### src/rtl/router_egress_arbiter.sv
// Packet-granular round-robin drain of the router's three output FIFOs onto one egress byte bus.
// Latency: read strobe is combinational; the byte appears on egress one cycle after its read.
// Backpressure: egress_ready gates new reads only; a read already issued is always presented next cycle.
//
// Ports:
//   clk, resetn                 clock; synchronous active-high reset (name kept for codebase consistency)
//   vld_out_n / data_out_n      FIFO n non-empty flag / read data (valid one cycle after read_enb_n)
//   read_enb_n                  combinational FIFO read strobes, one-hot or zero
//   egress_valid/_data/_sop/_eop  registered egress byte stream
//   grant                       port owning the bus (0..2), 3 = none
//   busy                        a packet is in progress
//   parity_err                  (only with EGRESS_PARITY_CHK_EN) 1-cycle pulse on eop when parity mismatches
//
// Optional feature macro: EGRESS_PARITY_CHK_EN
module router_egress_arbiter #(
  parameter int DATA_W = 8,
  parameter int LEN_W  = 6
) (
  input  logic              clk,
  input  logic              resetn,
  input  logic              vld_out_0,
  input  logic              vld_out_1,
  input  logic              vld_out_2,
  input  logic [DATA_W-1:0] data_out_0,
  input  logic [DATA_W-1:0] data_out_1,
  input  logic [DATA_W-1:0] data_out_2,
  input  logic              egress_ready,
  output logic              read_enb_0,
  output logic              read_enb_1,
  output logic              read_enb_2,
  output logic              egress_valid,
  output logic [DATA_W-1:0] egress_data,
  output logic              egress_sop,
  output logic              egress_eop,
  output logic [1:0]        grant,
  output logic              busy
`ifdef EGRESS_PARITY_CHK_EN
  ,
  output logic              parity_err
`endif
);

  typedef enum logic [1:0] {IDLE = 2'd0, HDR = 2'd1, BODY = 2'd2} state_t;

  state_t            state;
  logic [1:0]        rr_ptr;
  logic [1:0]        grant_q;
  logic [1:0]        rd_port_q;
  logic [LEN_W:0]    remaining;
  logic              ev_q, sop_q, eop_q;

  logic [2:0]        vld;
  logic [1:0]        cand1, cand2;
  logic              pick_vld;
  logic [1:0]        pick_port;
  logic              g_vld;
  logic [LEN_W-1:0]  hdr_len;
  logic [DATA_W-1:0] dsel_q;
  logic              rd_fire, rd_hdr, rd_last;
  logic [1:0]        rd_port;
  logic [2:0]        rd_vec;

  function automatic logic [1:0] inc3(input logic [1:0] p);
    return (p == 2'd2) ? 2'd0 : p + 2'd1;
  endfunction

  function automatic logic vld_of(input logic [2:0] v, input logic [1:0] p);
    case (p)
      2'd0:    return v[0];
      2'd1:    return v[1];
      2'd2:    return v[2];
      default: return 1'b0;
    endcase
  endfunction

  assign vld   = {vld_out_2, vld_out_1, vld_out_0};
  assign cand1 = inc3(rr_ptr);
  assign cand2 = inc3(cand1);

  // Lowest-distance candidate from rr_ptr wins; evaluated farthest first so the nearest overrides.
  always_comb begin
    pick_vld  = 1'b0;
    pick_port = 2'd0;
    if (vld_of(vld, cand2)) begin
      pick_vld  = 1'b1;
      pick_port = cand2;
    end
    if (vld_of(vld, cand1)) begin
      pick_vld  = 1'b1;
      pick_port = cand1;
    end
    if (vld_of(vld, rr_ptr)) begin
      pick_vld  = 1'b1;
      pick_port = rr_ptr;
    end
  end

  assign g_vld = vld_of(vld, grant_q);

  // Length field of the header currently on the granted FIFO's data bus (used in HDR).
  always_comb begin
    case (grant_q)
      2'd0:    hdr_len = data_out_0[DATA_W-1 -: LEN_W];
      2'd1:    hdr_len = data_out_1[DATA_W-1 -: LEN_W];
      2'd2:    hdr_len = data_out_2[DATA_W-1 -: LEN_W];
      default: hdr_len = '0;
    endcase
  end

  always_comb begin
    case (rd_port_q)
      2'd0:    dsel_q = data_out_0;
      2'd1:    dsel_q = data_out_1;
      2'd2:    dsel_q = data_out_2;
      default: dsel_q = '0;
    endcase
  end

  // Read decision. Strobes are held low while reset is asserted so no FIFO byte is lost to it.
  always_comb begin
    rd_fire = 1'b0;
    rd_hdr  = 1'b0;
    rd_last = 1'b0;
    rd_port = grant_q;
    if (!resetn) begin
      case (state)
        IDLE: begin
          if (pick_vld && egress_ready) begin
            rd_fire = 1'b1;
            rd_hdr  = 1'b1;
            rd_port = pick_port;
          end
        end
        BODY: begin
          if (g_vld && egress_ready && (remaining != '0)) begin
            rd_fire = 1'b1;
            rd_last = (remaining == (LEN_W+1)'(1));
          end
        end
        default: ;
      endcase
    end
  end

  always_comb begin
    rd_vec = 3'b000;
    if (rd_fire) begin
      case (rd_port)
        2'd0:    rd_vec = 3'b001;
        2'd1:    rd_vec = 3'b010;
        2'd2:    rd_vec = 3'b100;
        default: rd_vec = 3'b000;
      endcase
    end
  end

  always_ff @(posedge clk) begin
    if (resetn) begin
      state     <= IDLE;
      rr_ptr    <= 2'd0;
      grant_q   <= 2'd3;
      remaining <= '0;
      rd_port_q <= 2'd0;
      ev_q      <= 1'b0;
      sop_q     <= 1'b0;
      eop_q     <= 1'b0;
    end else begin
      ev_q  <= rd_fire;
      sop_q <= rd_hdr;
      eop_q <= rd_last;
      if (rd_fire) rd_port_q <= rd_port;
      case (state)
        IDLE: begin
          if (rd_fire) begin
            grant_q <= pick_port;
            state   <= HDR;
          end else begin
            grant_q <= 2'd3;
          end
        end
        HDR: begin
          // Payload bytes plus the trailing parity byte.
          remaining <= {1'b0, hdr_len} + (LEN_W+1)'(1);
          state     <= BODY;
        end
        BODY: begin
          if (rd_fire) begin
            remaining <= remaining - (LEN_W+1)'(1);
            if (rd_last) begin
              rr_ptr <= inc3(grant_q);
              state  <= IDLE;
            end
          end
        end
        default: state <= IDLE;
      endcase
    end
  end

  assign read_enb_0   = rd_vec[0];
  assign read_enb_1   = rd_vec[1];
  assign read_enb_2   = rd_vec[2];
  assign egress_valid = ev_q;
  assign egress_sop   = sop_q;
  assign egress_eop   = eop_q;
  assign egress_data  = ev_q ? dsel_q : '0;
  assign grant        = grant_q;
  assign busy         = (state != IDLE);

`ifdef EGRESS_PARITY_CHK_EN
  logic [DATA_W-1:0] run_xor;

  // Restarts on the header; by the eop cycle it holds header ^ payload.
  always_ff @(posedge clk) begin
    if (resetn) begin
      run_xor <= '0;
    end else if (ev_q) begin
      run_xor <= sop_q ? egress_data : (run_xor ^ egress_data);
    end
  end

  assign parity_err = ev_q & eop_q & (run_xor != egress_data);
`endif

endmodule

### config.mk
export PLATFORM = sky130hd
export DESIGN_NAME = router_egress_arbiter
export DESIGN_NICKNAME = d
export VERILOG_FILES = /design/src/rtl/router_egress_arbiter.sv
export SDC_FILE = /design/constraint.sdc
export NUM_CORES = 1
export LEC_CHECK = 0
export CAP_MARGIN = 20
export CORE_ASPECT_RATIO = 2
export CORE_MARGIN = 5
export CORE_UTILIZATION = 45
export DETAILED_ROUTE_END_ITERATION = 16
export PLACE_DENSITY_LB_ADDON = 0.15
export SETUP_SLACK_MARGIN = 0.1
export SLEW_MARGIN = 20
export SYNTH_ARGS = -nofsm -noshare
export SYNTH_HDL_FRONTEND = slang
export SYNTH_SLANG_ARGS = --single-unit
export TNS_END_PERCENT = 20
### constraint.sdc
create_clock -name clk -period 3.15 [get_ports clk]
set_input_delay 0.63 -clock clk [delete_from_list [all_inputs] [get_ports clk]]
set_output_delay 0.63 -clock clk [all_outputs]
set_load 0.005 [all_outputs]
==> results of run 1 <==
flip-flops by register name, summed over array words and instances, names as in the netlist:
name / flops
rr_ptr: 2
rd_port_q: 2
grant: 2
state: 2
egress_valid: 1
remaining: 7
egress_eop: 1
egress_sop: 1
cell usage in the layout (no fill, tap or decap), types with 3 or more instances in the layout:
master           count
o211ai_1             4
o2bb2ai_1            4
nand2_1             21
mux2i_1             19
o21ai_0             17
a211oi_1             3
nor3_1               4
inv_1                8
clkdlybuf4s50_1     45
nor2_1              14
and2_1               8
buf_4               14
nor2b_1              3
clkbuf_8             4
a21oi_1              9
ha_1                 4
a2bb2oi_1            3
dfxtp_1             18
nand2b_1             4
how the worst min path moves through the flow:
stage | start | to | slack, ns | depth (start not counted)
after detailed placement | remaining[1]$_SDFFE_PP0P_ | remaining[1]$_SDFFE_PP0P_ | 0.49 | 2
after floorplan | remaining[1]$_SDFFE_PP0P_ | remaining[1]$_SDFFE_PP0P_ | 0.45 | 2
after global placement | remaining[1]$_SDFFE_PP0P_ | remaining[1]$_SDFFE_PP0P_ | 0.48 | 2
after CTS | remaining[1]$_SDFFE_PP0P_ | remaining[1]$_SDFFE_PP0P_ | 0.50 | 2
after global routing | remaining[1]$_SDFFE_PP0P_ | remaining[1]$_SDFFE_PP0P_ | 0.54 | 2
final | remaining[1]$_SDFFE_PP0P_ | remaining[1]$_SDFFE_PP0P_ | 0.50 | 2
worst max-delay path, stage by stage:
cell and delay [ns]:
clkdlybuf4s50_1 0.50, buf_4 0.14, a21oi_1 0.04, o211ai_1 0.31, nand2_1 0.15, o2bb2ai_2 0.16, clkdlybuf4s50_1 0.52
per-layer routing:
metal	up-vias	global-route usage, %	share of wire (%)	wire length (µm)
li1	813	-	-	-
met1	778	20.36	38	1768
met2	50	39.66	56	2607
met3	4	3.221	5.2	243
met4	0	5.470	1.0	48
met5	-	0	0	0
logic make-up (layout without fill, tap and decap cells):
logic type | after synthesis | count (layout)
buf+inv | 18 | 72
compound gates | 59 | 59
fa+ha+maj | 4 | 4
mux | 21 | 21
simple gates | 68 | 68
xor+xnor | 2 | 2
flops | 18 | 18
power breakdown:
part / leakage [nW] / total (mW) / internal, mW / switching (mW)
Clock: 0.0288 / 0.192 / 0.111 / 0.0813
Sequential: 0.147 / 0.256 / 0.238 / 0.0177
Combinational: 0.717 / 0.206 / 0.113 / 0.0938
Total: 0.893 / 0.654 / 0.461 / 0.193
what timing repair did:
action	CTS	global route
hold endpoints to repair	0	0
resized for setup	1	6
endpoints found under the setup margin	3	3
pin swaps	0	2
cloned	0	0
setup buffers	0	3
per-stage QoR:
step	TNS [ns]	hold slack (ns)	cell area [µm²]	setup WS [ns]	cells
after global routing	-0.02000	0.5373	2165	-0.02000	276
final	0	0.4976	2165	0.06545	276
after global placement	0	0.4753	2057	0.1195	269
after floorplan	0	0.4545	1538	0.9770	190
after detailed placement	0	0.4862	2057	0.05552	269
after CTS	0	0.4978	2118	0.05821	273
final cells by class:
class / instances / area (µm²) / share of cell area, %
inverters: 8 / 30.03 / 1.387
flip-flops and latches: 18 / 360.3 / 16.65
well taps: 32 / 40.04 / 1.850
repair buffers: 60 / 568.0 / 26.24
multi-input cells: 154 / 1111 / 51.33
clock buffers: 4 / 55.05 / 2.543
==> results by group, run 1 <==
Setup path
  • Reg2reg start: grant[0]$_SDFFE_PP1N_
  • Crit path DAT: 2.45 ns
  • Critical Path RT: 2.52 ns
  • Flop-to-flop setup slack: 0.84 ns
  • R2R depth: 8
  • End of the critical path: read_enb_0
  • Critical Path End Type: output pin
  • Crit path from: vld_out_0
  • Worst r2r dst: remaining[4]$_SDFFE_PP0P_
  • CP Max Fanout: 4
  • Worst Setup Start Kind: input pin
  • Crit Path Category: input pin to output pin

Synth
  • Post-synthesis xor/xnor area fraction: 1.139%
  • Count of different cell masters after synthesis: 50
  • Synth Warn #: 0
  • Compound-Gate Fraction of Synth Area: 28.64%
  • Avg Inst Size Synth: 8.093 µm²
  • Synthesized Nets: 224
  • #FFs+latches synth: 18
  • Cells after synthesis: 190
  • Mux cell area share after synthesis: 13.83%
  • Register area share after synthesis: 23.43%
  • Post-synth top area cell: dfxtp_1
  • Post-Synth Adder-Cell Area: 3.255%
  • Largest cells by area after synthesis: dfxtp_1, mux2i_1, o21ai_0
  • EDFF count, synth: 0
  • Count leader, synth: nand2_1
  • Synthesized area: 0.001538 mm²
  • Share of the synthesized area in the top cell type: 23.43%
  • Async SR Flop Fraction: 0%
  • Primary FF master, synth: dfxtp_1
  • Main combinational cell family by area after synthesis: compound AO/OA/AOI/OAI gates
  • Synth cell count leaders: nand2_1, mux2i_1, dfxtp_1
  • Simple-Gate Fraction of Synth Area: 23.60%

STA
  • Slew at the pin closest to its max-slew limit: 0.5990 ns
  • Slew HR: 60.01%
  • Unrepaired setup endpoints after global routing: true
  • Skew final: 0.002476 ns
  • Hold Violations, Final: 0
  • Final worst path period share: 97.92%
  • Pins Over Slew Limit: 0
  • Min cycle time layout: 3.085 ns
  • Fmax: 324.2 MHz
  • Final setup viols: 0

Clock tree
  • Clock-pin slew on the worst setup and hold paths: 0.07 ns
  • H-tree levels: 1
  • Clk sinks: 18
  • Number of buffers created by CTS: 3
  • Clock Tree Root: clkbuf_8
  • Clock Path Buffers: 2
  • Worst-skew pair later-pin latency: 0.25 ns
  • TritonCTS clock tree: done
  • Hold-fix buffers, CTS: 0

Routing
  • DR WL/cell: 16.91 µm
  • Total Wirelength: 4.668 mm
  • Vias: 1645
  • Post-route ant nets: 0
  • Initial DRC count: 32
  • Vias per cell: 5.960
  • DRC viols: 0
  • First-pass DRT Iterations: 4

Floorplan
  • Site Rows: 30
  • DIE HEIGHT: 92.67 µm
  • Initial core utilization: 46.03%
  • I/O pins: 47
  • Core Region: 0.003341 mm²
  • Die X: 51.34 µm
  • Die ar.: 0.004757 mm²

Place
  • Port bufs: 46
  • Placer congestion estimate: 0.8960
  • Post-DP HPWL: 3.641 mm

Global route
  • Overall Global Routing Usage: 19.99%
  • Vias in the first global route: 1649
  • First-pass GRT wire length: 7.555 mm
  • Largest net degree at the start of global routing: 17
  • Antenna violations before repair: 0
  • Grt total ovfl: 0

Hold path
  • Hold WC Path Type: register to register

Layout
  • NumNets Final: 279
  • Fill count: 295
  • Layout cells sized above 1: 12.70%
  • Area grow syn2layout: 40.77%
  • Post-layout util: 64.79%
  • Ant diodes: 0

Power and ir drop
  • Max VDD drop: 0.3229 mV
  • PnR Total Power: 0.6542 mW
  • Leak Pwr: 0.8928 nW
  • Power per cell area: 302.2 mW/mm²

Run status
  • Status: complete, no violations

Run
  • Maxcap violations: 0
Note: power is estimated with default switching activity, not from simulation.
==> run 2, diff against run 1 <==
Settings changed: CORE_MARGIN 5 to 3.
==> run 2 against run 1 <==
  * Combinational power about the same
  * Fmax increased by 2.4%
  * Sequential share of layout area increased by 0.097 points
  * Hold slack got worse by 0.0042 ns
  * Sequential power hardly changed
  * Clock power about the same
  * Power up 0.44%
  * Largest cell class unchanged
==> results by group, run 2 (synthesis results as in run 1) <==
Run status
  • Status: complete, no violations

STA
  • Setup TNS: 0 ns
  • Hold Violations, Final: 0
  • Final worst path period share: 95.64%
  • Fmax: 331.9 MHz
  • Min cycle time layout: 3.013 ns
  • Unrepaired setup endpoints after global routing: true
  • Slew at the pin closest to its max-slew limit: 0.5754 ns
  • Final setup viols: 0
  • Skew final: 0.004758 ns
  • Slew HR: 61.58%
  • Pins Over Slew Limit: 0

Routing
  • Met2 wire len: 2.655 mm
  • Initial DRC count: 57
  • Uppermost layer routed: met4
  • DR WL/cell: 17.21 µm
  • DRC viols: 0
  • Met3 wire len: 280 µm
  • First-pass DRT Iterations: 4
  • Vias: 1674
  • Total Wirelength: 4.699 mm
  • M1 wire length: 1.628 mm
  • Post-route ant nets: 0
  • Vias per cell: 6.132

Setup path
  • Worst Setup Start Kind: input pin
  • CP max-delay cell: clkdlybuf4s50_1
  • Reg2reg start: grant[0]$_SDFFE_PP1N_
  • Critical-path cell list: clkdlybuf4s50_1 -> buf_4 -> a21oi_1 -> o211ai_1 -> nand2_1 -> o2bb2ai_2 -> clkdlybuf4s50_1
  • Delay-heaviest family, CP: buffers and inverters
  • CP Max Fanout: 2
  • Most frequent CP cell: clkdlybuf4s50_1
  • Worst path bufs/invs: 3
  • Crit path DAT: 2.38 ns
  • Crit Path Category: input pin to output pin
  • Critical Path End Type: output pin
  • Critical Path RT: 2.52 ns
  • Crit path from: vld_out_2
  • Worst path max stage delay: 0.51 ns

Floorplan
  • I/O pins: 47
  • DIE HEIGHT: 88.67 µm
  • Initial core utilization: 47.62%
  • Site Rows: 29
  • Die X: 47.34 µm
  • Core Region: 0.003229 mm²
  • Die ar.: 0.004197 mm²

Place
  • Post-DP HPWL: 3.739 mm
  • Placer congestion estimate: 0.9422
  • DP Cell Count: 267
  • Port bufs: 46

Power and ir drop
  • Logic pwr share: 31.5%
  • Seq pwr share: 38.8%
  • Power per cell area: 305.3 mW/mm²
  • Leak Pwr: 0.8819 nW
  • PnR Total Power: 0.6570 mW
  • Max VDD drop: 0.2617 mV
  • Clk network pwr share: 29.7%
  • Sw Pwr: 0.1960 mW
  • Int Pwr: 0.4611 mW
  • Sw Share: 29.83%

Clock tree
  • H-tree levels: 1
  • Hold-fix buffers, CTS: 0
  • Clock Path Buffers: 2
  • Clock-pin slew on the worst setup and hold paths: 0.07 ns
  • Number of buffers created by CTS: 3
  • Worst-skew pair later-pin latency: 0.26 ns
  • Clock Tree Root: clkbuf_8
  • TritonCTS clock tree: done
  • Clk sinks: 18

Layout
  • Number of flip-flops under the largest register name: 7
  • Area grow syn2layout: 39.95%
  • NumNets Final: 277
  • Non-filler cells, final: 273
  • Commonest non-fill, non-tap cells in the layout: clkdlybuf4s50_1, nand2_1, mux2i_1, dfxtp_1, o21ai_0
  • Largest reg by FF count: remaining
  • Ant diodes: 0
  • Layout cells sized above 1: 12.40%
  • Commonest non-fill, non-tap cell in the layout: clkdlybuf4s50_1
  • Fill count: 276

Global route
  • Antenna violations before repair: 0
  • Largest net degree at the start of global routing: 17
  • Overall Global Routing Usage: 23.78%
  • Vias in the first global route: 1700
  • Grt total ovfl: 0
  • First-pass GRT wire length: 7.396 mm

Hold path
  • Beginning of the worst hold path: remaining[1]$_SDFFE_PP0P_
  • Hold WC Path Type: register to register

Run
  • Maxcap violations: 0
==> run 2: power groups by stage <==
stage | clock network (mW) | registers, mW | logic [mW]
global route | 0.204 | 0.257 | 0.227
CTS | 0.198 | 0.255 | 0.202
floorplan | 0 | 0.250 | 0.116
finish | 0.195 | 0.255 | 0.207
detailed placement | 0 | 0.260 | 0.200
global placement | 0 | 0.259 | 0.194
==> run 2: layer usage <==
layer	global-route usage (%)	vias up
met4	8.312	0
met3	2.648	11
met5	0	-
li1	-	807
met2	46.70	66
met1	23.09	790
==> run 2: worst reg2reg max path: stages (launching register included) <==
cell	delay [ns]
dfxtp_1	0.51
buf_4	0.28
mux2i_1	0.10
o2bb2ai_1	0.35
ha_1	0.29
o211ai_1	0.12
o211a_1	0.22
a211oi_1	0.20
a21oi_1	0.10
==> run 2: layout make-up <==
type                       count  area, µm²  area share, %
clock buffer                   4      55.05          2.558
tap                           31      38.79          1.802
timing repair buffer          58      553.0          25.70
inverter                       8      30.03          1.395
sequential                    18      360.3          16.74
multi-input combinational    154       1115          51.80
==> run 2: repair_timing <==
action / 4_1_cts / 5_1_grt
hold endpoints to repair: 0 / 0
setup buffers: 0 / 2
resized for setup: 1 / 7
endpoints found under the setup margin: 3 / 3
pin swaps: 0 / 3
==> run 2: stage by stage <==
| step | setup WS, ns | utilization [%] | hold slack (ns) | cell area [µm²] |
|---|---|---|---|---|
| floorplan | 0.9770 | - | 0.4545 | 1538 |
| global placement | 0.1212 | 63.43 | 0.4750 | 2048 |
| detailed placement | 0.07307 | 63.43 | 0.4888 | 2048 |
| CTS | 0.07769 | 65.32 | 0.4988 | 2110 |
| global route | 0.04460 | 66.64 | 0.5258 | 2152 |
| finish | 0.1372 | 66.64 | 0.4935 | 2152 |
==> run 2: final timing paths <==
| kind | endpoint | slack, ns | cells past startpoint |
|---|---|---|---|
| setup / recovery | read_enb_0 | 0.14 | 7 |
| hold / removal | remaining[1]$_SDFFE_PP0P_ | 0.49 | 2 |
| setup reg to reg | remaining[4]$_SDFFE_PP0P_ | 0.88 | 8 |
| hold reg to reg | remaining[1]$_SDFFE_PP0P_ | 0.49 | 2 |
